**src/rtl/fracbrg_prog_if.sv**
```systemverilog
// fracbrg_prog_if: control, divisor-load and strobe bundle between the UART register file and the baud generator.
// Latency: none; this is wiring only.
// Backpressure: none. The master side drives the controls and divisor load, and the slave side returns the strobes.
// Signals: en_i/clr_i/sync_i controls, div_i + div_ld_i divisor load, and the div_pend_o/stb_o/bit_stb_o/clk_o outputs.
// FRACBRG_MIDSTB_EN adds mid_stb_o, the mid-bit sample strobe.
interface fracbrg_prog_if #(
    parameter int RESOLUTION = 16
);
    logic                  en_i;
    logic                  clr_i;
    logic                  sync_i;
    logic [RESOLUTION-1:0] div_i;
    logic                  div_ld_i;
    logic                  div_pend_o;
    logic                  stb_o;
    logic                  bit_stb_o;
    logic                  clk_o;
`ifdef FRACBRG_MIDSTB_EN
    logic                  mid_stb_o;

    modport master (
        output en_i, clr_i, sync_i, div_i, div_ld_i,
        input  div_pend_o, stb_o, bit_stb_o, clk_o, mid_stb_o
    );
    modport slave (
        input  en_i, clr_i, sync_i, div_i, div_ld_i,
        output div_pend_o, stb_o, bit_stb_o, clk_o, mid_stb_o
    );
`else
    modport master (
        output en_i, clr_i, sync_i, div_i, div_ld_i,
        input  div_pend_o, stb_o, bit_stb_o, clk_o
    );
    modport slave (
        input  en_i, clr_i, sync_i, div_i, div_ld_i,
        output div_pend_o, stb_o, bit_stb_o, clk_o
    );
`endif
endinterface

```
**src/rtl/fracbrg_prog.sv**
```systemverilog
// fracbrg_prog: runtime-programmable fractional baud generator (phase accumulator -> oversample strobe -> bit strobe).
// Latency: strobes are registered one cycle after the overflowing addition. A divisor load applies at the next overflow.
// Backpressure: none. en_i=0 freezes, clr_i clears, sync_i re-centres the oversample phase.
// Ports: clk_i, rst_i (synchronous, active-high); bus (fracbrg_prog_if.slave) carries the controls, div load and strobes.
// Optional: define FRACBRG_MIDSTB_EN to add bus.mid_stb_o, which marks the mid-bit RX sample point.
module fracbrg_prog #(
    parameter int RESOLUTION = 16,
    parameter int OVERSAMPLE = 16,
    parameter int DIV_RST    = 1677
) (
    input  logic          clk_i,
    input  logic          rst_i,
    fracbrg_prog_if.slave bus
);
    localparam int                    OS_W     = $clog2(OVERSAMPLE);
    localparam logic [OS_W-1:0]       OS_LAST  = OS_W'(OVERSAMPLE - 1);
    localparam logic [OS_W-1:0]       OS_HALF  = OS_W'(OVERSAMPLE / 2);
    localparam logic [RESOLUTION-1:0] DIV_INIT = RESOLUTION'(DIV_RST);
`ifdef FRACBRG_MIDSTB_EN
    localparam logic [OS_W-1:0]       OS_MID   = OS_W'(OVERSAMPLE / 2 - 1);
`endif

    logic [RESOLUTION-1:0] acc_q, acc_d;
    logic [RESOLUTION-1:0] div_act_q, div_act_d;
    logic [RESOLUTION-1:0] div_pend_q, div_pend_d;
    logic                  pend_q, pend_d;
    logic [OS_W-1:0]       os_cnt_q, os_cnt_d;
    logic                  stb_q, stb_d;
    logic                  bit_stb_q, bit_stb_d;
    logic                  clk_q, clk_d;
`ifdef FRACBRG_MIDSTB_EN
    logic                  mid_stb_q, mid_stb_d;
`endif

    logic [RESOLUTION:0]   sum;
    logic                  cy;
    logic                  run;
    logic                  apply;

    // The effective increment is div_act+1. This lets the all-ones divisor produce a strobe every cycle.
    assign sum = {1'b0, acc_q} + {1'b0, div_act_q} + {{RESOLUTION{1'b0}}, 1'b1};
    assign cy  = sum[RESOLUTION];
    assign run = bus.en_i & ~bus.clr_i & ~bus.sync_i;
    // A divisor swap happens only at a phase boundary (overflow) or while the accumulator is not free-running.
    // This keeps the interval in progress intact.
    assign apply = (run & cy) | ~bus.en_i | bus.clr_i | bus.sync_i;

    always_comb begin
        acc_d      = acc_q;
        os_cnt_d   = os_cnt_q;
        div_act_d  = div_act_q;
        div_pend_d = div_pend_q;
        pend_d     = pend_q;
        stb_d      = 1'b0;
        bit_stb_d  = 1'b0;
        // clk_o follows every emitted stb_o, including one that is visible during a freeze or sync cycle.
        clk_d      = clk_q ^ stb_q;
`ifdef FRACBRG_MIDSTB_EN
        mid_stb_d  = 1'b0;
`endif

        if (bus.clr_i) begin
            acc_d    = '0;
            os_cnt_d = '0;
            clk_d    = 1'b0;
        end else if (bus.sync_i) begin
            // Half a bit of phase: the next bit strobe lands mid-bit relative to the detected start edge.
            acc_d    = '0;
            os_cnt_d = OS_HALF;
        end else if (bus.en_i) begin
            acc_d     = sum[RESOLUTION-1:0];
            stb_d     = cy;
            bit_stb_d = cy & (os_cnt_q == OS_LAST);
`ifdef FRACBRG_MIDSTB_EN
            mid_stb_d = cy & (os_cnt_q == OS_MID);
`endif
            if (cy) begin
                os_cnt_d = (os_cnt_q == OS_LAST) ? '0 : os_cnt_q + OS_W'(1);
            end
        end

        if (bus.div_ld_i) begin
            if (apply) begin
                div_act_d = bus.div_i;
                pend_d    = 1'b0;
            end else begin
                div_pend_d = bus.div_i;
                pend_d     = 1'b1;
            end
        end else if (pend_q && apply) begin
            div_act_d = div_pend_q;
            pend_d    = 1'b0;
        end
    end

    always_ff @(posedge clk_i) begin
        if (rst_i) begin
            acc_q      <= '0;
            os_cnt_q   <= '0;
            div_act_q  <= DIV_INIT;
            div_pend_q <= DIV_INIT;
            pend_q     <= 1'b0;
            stb_q      <= 1'b0;
            bit_stb_q  <= 1'b0;
            clk_q      <= 1'b0;
`ifdef FRACBRG_MIDSTB_EN
            mid_stb_q  <= 1'b0;
`endif
        end else begin
            acc_q      <= acc_d;
            os_cnt_q   <= os_cnt_d;
            div_act_q  <= div_act_d;
            div_pend_q <= div_pend_d;
            pend_q     <= pend_d;
            stb_q      <= stb_d;
            bit_stb_q  <= bit_stb_d;
            clk_q      <= clk_d;
`ifdef FRACBRG_MIDSTB_EN
            mid_stb_q  <= mid_stb_d;
`endif
        end
    end

    assign bus.div_pend_o = pend_q;
    assign bus.stb_o      = stb_q;
    assign bus.bit_stb_o  = bit_stb_q;
    assign bus.clk_o      = clk_q;
`ifdef FRACBRG_MIDSTB_EN
    assign bus.mid_stb_o  = mid_stb_q;
`endif
endmodule

```
**src/flat_wrapper.sv**
```systemverilog
// flat-port wrapper written by rule: the top's interface ports become plain ports
module fracbrg_prog_flat 
#(
    parameter int RESOLUTION = 16,
    parameter int OVERSAMPLE = 16,
    parameter int DIV_RST    = 1677
)
  (clk_i, rst_i, bus_en_i, bus_clr_i, bus_sync_i, bus_div_i, bus_div_ld_i, bus_div_pend_o, bus_stb_o, bus_bit_stb_o, bus_clk_o);
  fracbrg_prog_if #(.RESOLUTION(RESOLUTION)) bus_i ();
  input  logic clk_i;
  input  logic rst_i;
  input wire logic [$bits(bus_i.en_i)-1:0] bus_en_i;
  input wire logic [$bits(bus_i.clr_i)-1:0] bus_clr_i;
  input wire logic [$bits(bus_i.sync_i)-1:0] bus_sync_i;
  input wire logic [$bits(bus_i.div_i)-1:0] bus_div_i;
  input wire logic [$bits(bus_i.div_ld_i)-1:0] bus_div_ld_i;
  output wire logic [$bits(bus_i.div_pend_o)-1:0] bus_div_pend_o;
  output wire logic [$bits(bus_i.stb_o)-1:0] bus_stb_o;
  output wire logic [$bits(bus_i.bit_stb_o)-1:0] bus_bit_stb_o;
  output wire logic [$bits(bus_i.clk_o)-1:0] bus_clk_o;
  assign bus_i.en_i = bus_en_i;
  assign bus_i.clr_i = bus_clr_i;
  assign bus_i.sync_i = bus_sync_i;
  assign bus_i.div_i = bus_div_i;
  assign bus_i.div_ld_i = bus_div_ld_i;
  assign bus_div_pend_o = bus_i.div_pend_o;
  assign bus_stb_o = bus_i.stb_o;
  assign bus_bit_stb_o = bus_i.bit_stb_o;
  assign bus_clk_o = bus_i.clk_o;
  fracbrg_prog #(.RESOLUTION(RESOLUTION), .OVERSAMPLE(OVERSAMPLE), .DIV_RST(DIV_RST)) u_core (.clk_i(clk_i), .rst_i(rst_i), .bus(bus_i));
endmodule
```
**config.mk**
```make
export PLATFORM = sky130hd
export DESIGN_NAME = fracbrg_prog_flat
export DESIGN_NICKNAME = d
export VERILOG_FILES = /design/src/rtl/fracbrg_prog_if.sv /design/src/rtl/fracbrg_prog.sv /design/src/flat_wrapper.sv
export SDC_FILE = /design/constraint.sdc
export NUM_CORES = 1
export LEC_CHECK = 0
export CORE_MARGIN = 2
export CORE_UTILIZATION = 25
export DETAILED_ROUTE_END_ITERATION = 16
export PLACE_DENSITY_LB_ADDON = 0.3
export SKIP_LAST_GASP = 1
export SYNTH_ARGS = -nofsm -noshare
export SYNTH_HDL_FRONTEND = slang
export SYNTH_SLANG_ARGS = --single-unit
```
**constraint.sdc**
```tcl
create_clock -name clk_i -period 3.2 [get_ports clk_i]
set_input_delay 0.64 -clock clk_i [delete_from_list [all_inputs] [get_ports clk_i]]
set_output_delay 0.64 -clock clk_i [all_outputs]
set_load 0.02 [all_outputs]
```
==> impl_results.md, run 1 <==
- Vias per cell: 4.81
- Clk sink count: 56
- Initial antenna violation count: 0
- Rows: 40
- Final Hold Vio Count: 0
- Share of the synthesized area in the top cell type: 0.365
- Setup violators final: 0
- H-tree levels: 2
- Final #Nets: 396
- CP Class: reg2reg
- Drt pass-1 iters: 4
- Post-Syn Nets: 373
- Worst skew pair latency: 0.29 ns
- Post-synth ARST share: 0
- Antenna viol nets, final: 0
- RSZ-0062 raised after global routing: false
- Die Width: 115 um
- Syn avg cell area: 9.23 um2
- Final GP Congestion: 0.891
- Clock root buffer: clkbuf_16
- Vias in the first global route: 2409
- DR vias: 2425
- Overall routed net length: 6.63 mm
- # fillers: 1264
- Synth area leaders: dfxtp_1, mux2i_1, ha_1, a211oi_2, nor2_1
- Startpoint Class: register
- Starting density of the core: 0.256
- Final setup TNS: 0 ns
- Worst Skew: 0.00710 ns
- Register area: 0.00112 mm2
- Dominant synthesized flop cell: dfxtp_1
- Mapped Cells: 333
- Post-synth EDFFs: 0
- FMAX: 351 MHz
- Leading cell types in the layout, fill and taps excluded: dfxtp_1, mux2i_1, nor2_1, a21oi_1, clkdlybuf4s50_1
- Most common cell after layout, fill and taps aside: dfxtp_1
- Fin crit share: 0.891
- Area leader, netlist: dfxtp_1
- Pin slew with the least headroom to its limit: 1.01 ns
- Detail Placement HPWL: 4.97 mm
- Static leakage: 0.00145 uW
- CTS tree: built
- Clock Path Buffers: 2
- Max_slew headroom: 0.323
- Total congestion overflow: 0
- Multi-input gate area in the final layout: 0.00185 mm2
- Crit path time final: 2.85 ns
- Crit end category: register
- Share of layout cells above drive strength 1: 0.146
- WP data required: 3.39 ns
- Post-CTS setup buffers: 0
- Crit path arrival time: 3.04 ns
- Top Ports: 26
- Initial DRC Count: 107
- DRC errors left: 0
- Die area: 0.0132 mm2
- Hold Path Class: reg2reg
- Final core occ: 0.302
- CP Max Fanout: 26
- Cell variety after synth: 51
- Ant diodes: 0
- Ys Warns: 0
- Max-slew violations: 0
- Sequential element share of the synthesized area: 0.365
- Synthesized area: 0.00307 mm2
- CORE AREA: 0.0120 mm2
- Largest net degree at the start of global routing: 39
- # port buffers: 25
- Post-cts resize count: 0
- Status: finished clean
- Tot GR Track Use: 0.107
- Max VDD drop: 0.227 mV
- Syn-to-layout area delta: 17.9%
- Wirelength per Cell: 13.1 um
- CTS buffer count: 5
- Height of the die: 115 um
- Final hold slack: 0.465 ns
- Clk slew on worst S/H paths: 0.07 ns
- Register bit total from synthesis: 56
- CTS Hold Bufs: 0
- Max-Cap Viols: 0
- Power Density: 421 mW/mm2
- First-pass GRT wire length: 11.3 mm
worst max-delay path: stages (launching register included):
cell and delay (ns):
dfxtp_1 0.32, inv_1 0.06, ha_1 0.20, inv_1 0.07, fa_1 0.23, a211oi_1 0.11, o211ai_2 0.28, nand4_2 0.19
a21oi_4 0.83, mux2i_1 0.18, or2_1 0.24
registers in the layout (all words and copies together) (netlist names):
signal and cells:
u_core.bus.clk_o 1, u_core.os_cnt_q 4, u_core.bus.div_pend_o 1, u_core.bus.stb_o 1, u_core.acc_q 16, u_core.bus.bit_stb_o 1
u_core.div_act_q 16, u_core.div_pend_q 16
cell families (layout without fill, tap and decap cells):
kind of cell,after synthesis,after routing,share of synthesized area
adder cells (fa/ha/maj),18,18,0.0757
XOR/XNOR,12,12,0.0342
flip-flops,56,56,0.365
AND/OR/NAND/NOR,110,110,0.180
multiplexers,42,42,0.139
AO/OA/AOI/OAI,73,73,0.173
buffers and inverters,22,46,0.0334
Yosys cell counts, drive strengths merged, types with 2 or more instances:
master and instances:
dfxtp 56, nor2 44, mux2i 37, a21oi 26, nand2 22, ha 17
a211oi 16, o21ai 14, nor3 12, clkbuf 10, xnor2 10, nand2b 8
inv 7, nand3 7, buf 5, mux2 5, nand3b 4, a21o 3
nand4 3, o211ai 3, or3 3, a21boi 2, a31o 2, a31oi 2
and2 2, and3 2, xor2 2
metrics by stage:
stage	power, uW	worst slack [ns]	instance area, um2	std cells
global route	1600	0.136	3620	504
CTS	1550	0.348	3620	504
floorplan	916	1.02	3070	333
detailed placement	984	0.360	3470	496
global placement	980	0.430	3470	496
finish	1530	0.349	3620	504
metal layers:
metal | routed length [um] | vias to the layer above | global-route usage
li1 | - | 1233 | -
met1 | 3070 | 1149 | 0.133
met2 | 3180 | 31 | 0.185
met3 | 247 | 12 | 0.0227
met4 | 126 | 0 | 0.0321
met5 | 0 | - | 0
final timing paths:
kind / slack [ns] / depth (start not counted) / start / endpoint
worst max-delay path: 0.35 / 10 / u_core.div_act_q[0]$_SDFFE_PP1P_ / u_core.div_act_q[0]$_SDFFE_PP1P_
worst min-delay path: 0.47 / 2 / u_core.acc_q[15]$_SDFFE_PP0P_ / u_core.acc_q[15]$_SDFFE_PP0P_
worst max register to register: 0.35 / 10 / u_core.div_act_q[0]$_SDFFE_PP1P_ / u_core.div_act_q[0]$_SDFFE_PP1P_
worst min register to register: 0.47 / 2 / u_core.acc_q[15]$_SDFFE_PP0P_ / u_core.acc_q[15]$_SDFFE_PP0P_
power by group:
group	total (uW)	internal (uW)	switching [uW]
logic	228	107	121
registers	738	720	17.7
clock network	561	313	248
total	1530	1140	386
final cells by class:
class,count,share of cell area
multi-input combinational,255,0.511
tap,147,0.0507
inverter,7,0.00725
sequential,56,0.309
clock buffer,6,0.0383
timing repair buffer,31,0.0801
clock inverter,2,0.00380
(Power assumes the default switching activity.)
==> run 2: changes to the inputs <==
- CTS_CLUSTER_DIAMETER: default -> 200
==> results of run 2 <==
No change in the layout: final DEF, timing and power equal those of run 1.
==> run 3: changes to the inputs <==
- CTS_BUF_LIST: default -> sky130_fd_sc_hd__clkbuf_4 sky130_fd_sc_hd__clkbuf_8
- CTS_CLUSTER_SIZE: default -> 40
==> run 3 against run 2 <==
Net effect:
- fmax shrank 0.60%
- via count down 0.58%
- critical endpoint unchanged
- global-route usage shrank 0.077 points
- hold slack better by 0.0064 ns
- register-to-register slack got worse by 0.02 ns
- clock power down 27%
==> impl_results.md, run 3 (synthesis results as in run 1) <==
- CP Class: reg2reg
- Max VDD drop: 0.152 mV
- Final setup TNS: 0 ns
- Detail Placement HPWL: 4.97 mm
- Post-cts resize count: 0
- Ant diodes: 0
- CP Max Fanout: 26
- DRC errors left: 0
- Max-Cap Viols: 0
- CP dominant cell by count: inv_1
- Fin crit share: 0.896
- Crit path arrival time: 3.08 ns
- Tot GR Track Use: 0.106
- Share of layout cells above drive strength 1: 0.146
- Pre-CTS setup slack: 0.360 ns
- Die area: 0.0132 mm2
- Initial DRC Count: 134
- Critical path buffers and inverters: 2
- Worst skew pair latency: 0.31 ns
- Final WS setup: 0.332 ns
- Max-slew violations: 0
- Final Hold Vio Count: 0
- Largest regs: u_core.acc_q: 16 flops, u_core.div_act_q: 16 flops, u_core.div_pend_q: 16 flops
- Top Ports: 26
- # port buffers: 25
- Clock Path Buffers: 2
- Clk sink count: 56
- FMAX: 349 MHz
- Final #Nets: 396
- Startpoint Class: register
- RSZ-0062 raised after global routing: false
- Vias per cell: 4.78
- Power Density: 386 mW/mm2
- Status: finished clean
- WP data required: 3.41 ns
- Final GP Congestion: 0.891
- Most common cell after layout, fill and taps aside: dfxtp_1
- Antenna viol nets, final: 0
- Drt pass-1 iters: 4
- Worst Skew: 0.00880 ns
- CORE AREA: 0.0120 mm2
- H-tree levels: 2
- CTS buffer count: 5
- Final total power: 1380 uW
- Overall routed net length: 6.59 mm
- Static leakage: 0.00142 uW
- Crit path time final: 2.87 ns
- Hold Path Class: reg2reg
- Largest delay share family, worst path: compound AO/OA/AOI/OAI gates
- Max_slew headroom: 0.320
- Vias in the first global route: 2399
- DR vias: 2411
- Cells along the critical path: inv_1 > ha_1 > inv_1 > fa_1 > a211oi_1 > o211ai_2 > nand4_2 > a21oi_4 > mux2i_1 > or2_1
- Die Width: 115 um
- Post-CTS setup buffers: 0
- Crit end category: register
- Wirelength per Cell: 13.1 um
- Leading cell types in the layout, fill and taps excluded: dfxtp_1, mux2i_1, nor2_1, a21oi_1, clkdlybuf4s50_1
- Starting density of the core: 0.256
- Total congestion overflow: 0
- Largest net degree at the start of global routing: 39
- Syn-to-layout area delta: 16.1%
- Rows: 40
- First-pass GRT wire length: 11.2 mm
- Clock root buffer: clkbuf_8
- Highest-delay cell along the critical path: a21oi_4
- Height of the die: 115 um
- Clk slew on worst S/H paths: 0.10 ns
- Initial antenna violation count: 0
- CTS tree: built
- Pin slew with the least headroom to its limit: 1.02 ns
- Crit-path max cell delay: 0.84 ns
- Setup violators final: 0
- CTS Hold Bufs: 0
==> run 3: cell counts in the layout (fill, tap and decap cells not counted) <==
Identical to the previous run, type by type.
==> run 3: cell type report <==
| class | instances | area, um2 |
|---|---|---|
| clock buffers | 6 | 82.6 |
| clock inverters | 2 | 13.8 |
| multi-input cells | 255 | 1850 |
| flip-flops and latches | 56 | 1120 |
| fillers | 1270 | 8440 |
| well taps | 147 | 184 |
| inverters | 7 | 26.3 |
| repair buffers | 31 | 290 |
==> run 3: where the power goes <==
group	total, uW	switching (uW)	internal [uW]	leakage (uW)
clock	412	234	178	0.0000516
sequential	738	17.6	720	0.000456
combinational	229	121	107	0.000915
total	1380	373	1000	0.00142
==> run 3: metrics by stage <==
| step | util | hold slack, ns | std cells | instance area (um2) |
|---|---|---|---|---|
| 2_1_floorplan | - | 0.429 | 333 | 3070 |
| 3_3_place_gp | 0.289 | 0.443 | 496 | 3470 |
| 3_5_place_dp | 0.289 | 0.454 | 496 | 3470 |
| 4_1_cts | 0.297 | 0.479 | 504 | 3570 |
| 5_1_grt | 0.297 | 0.494 | 504 | 3570 |
| 6_report | 0.297 | 0.471 | 504 | 3570 |
==> run 3: per-layer routing <==
layer / share of wire / vias to the layer above / routed length, um / track usage
met5: 0 / - / 0 / 0
met1: 0.47 / 1138 / 3100 / 0.134
met4: 0.018 / 0 / 119 / 0.0289
li1: - / 1231 / - / -
met2: 0.48 / 31 / 3140 / 0.184
met3: 0.035 / 11 / 228 / 0.0227
==> run 3: worst paths after layout <==
check	startpoint	end	slack (ns)	cells after the start
max	u_core.div_act_q[0]$_SDFFE_PP1P_	u_core.div_act_q[0]$_SDFFE_PP1P_	0.33	10
min	u_core.acc_q[15]$_SDFFE_PP0P_	u_core.acc_q[15]$_SDFFE_PP0P_	0.47	2
max reg2reg	u_core.div_act_q[0]$_SDFFE_PP1P_	u_core.div_act_q[0]$_SDFFE_PP1P_	0.33	10
min reg2reg	u_core.acc_q[15]$_SDFFE_PP0P_	u_core.acc_q[15]$_SDFFE_PP0P_	0.47	2
==> run 3: worst min-delay path, delay by kind of cell, from the launching register on <==
family             cells  cell delay (ns)
and+or+nand+nor        1             0.05
AOI/OAI and AO/OA      1             0.06
DFF                    1             0.33
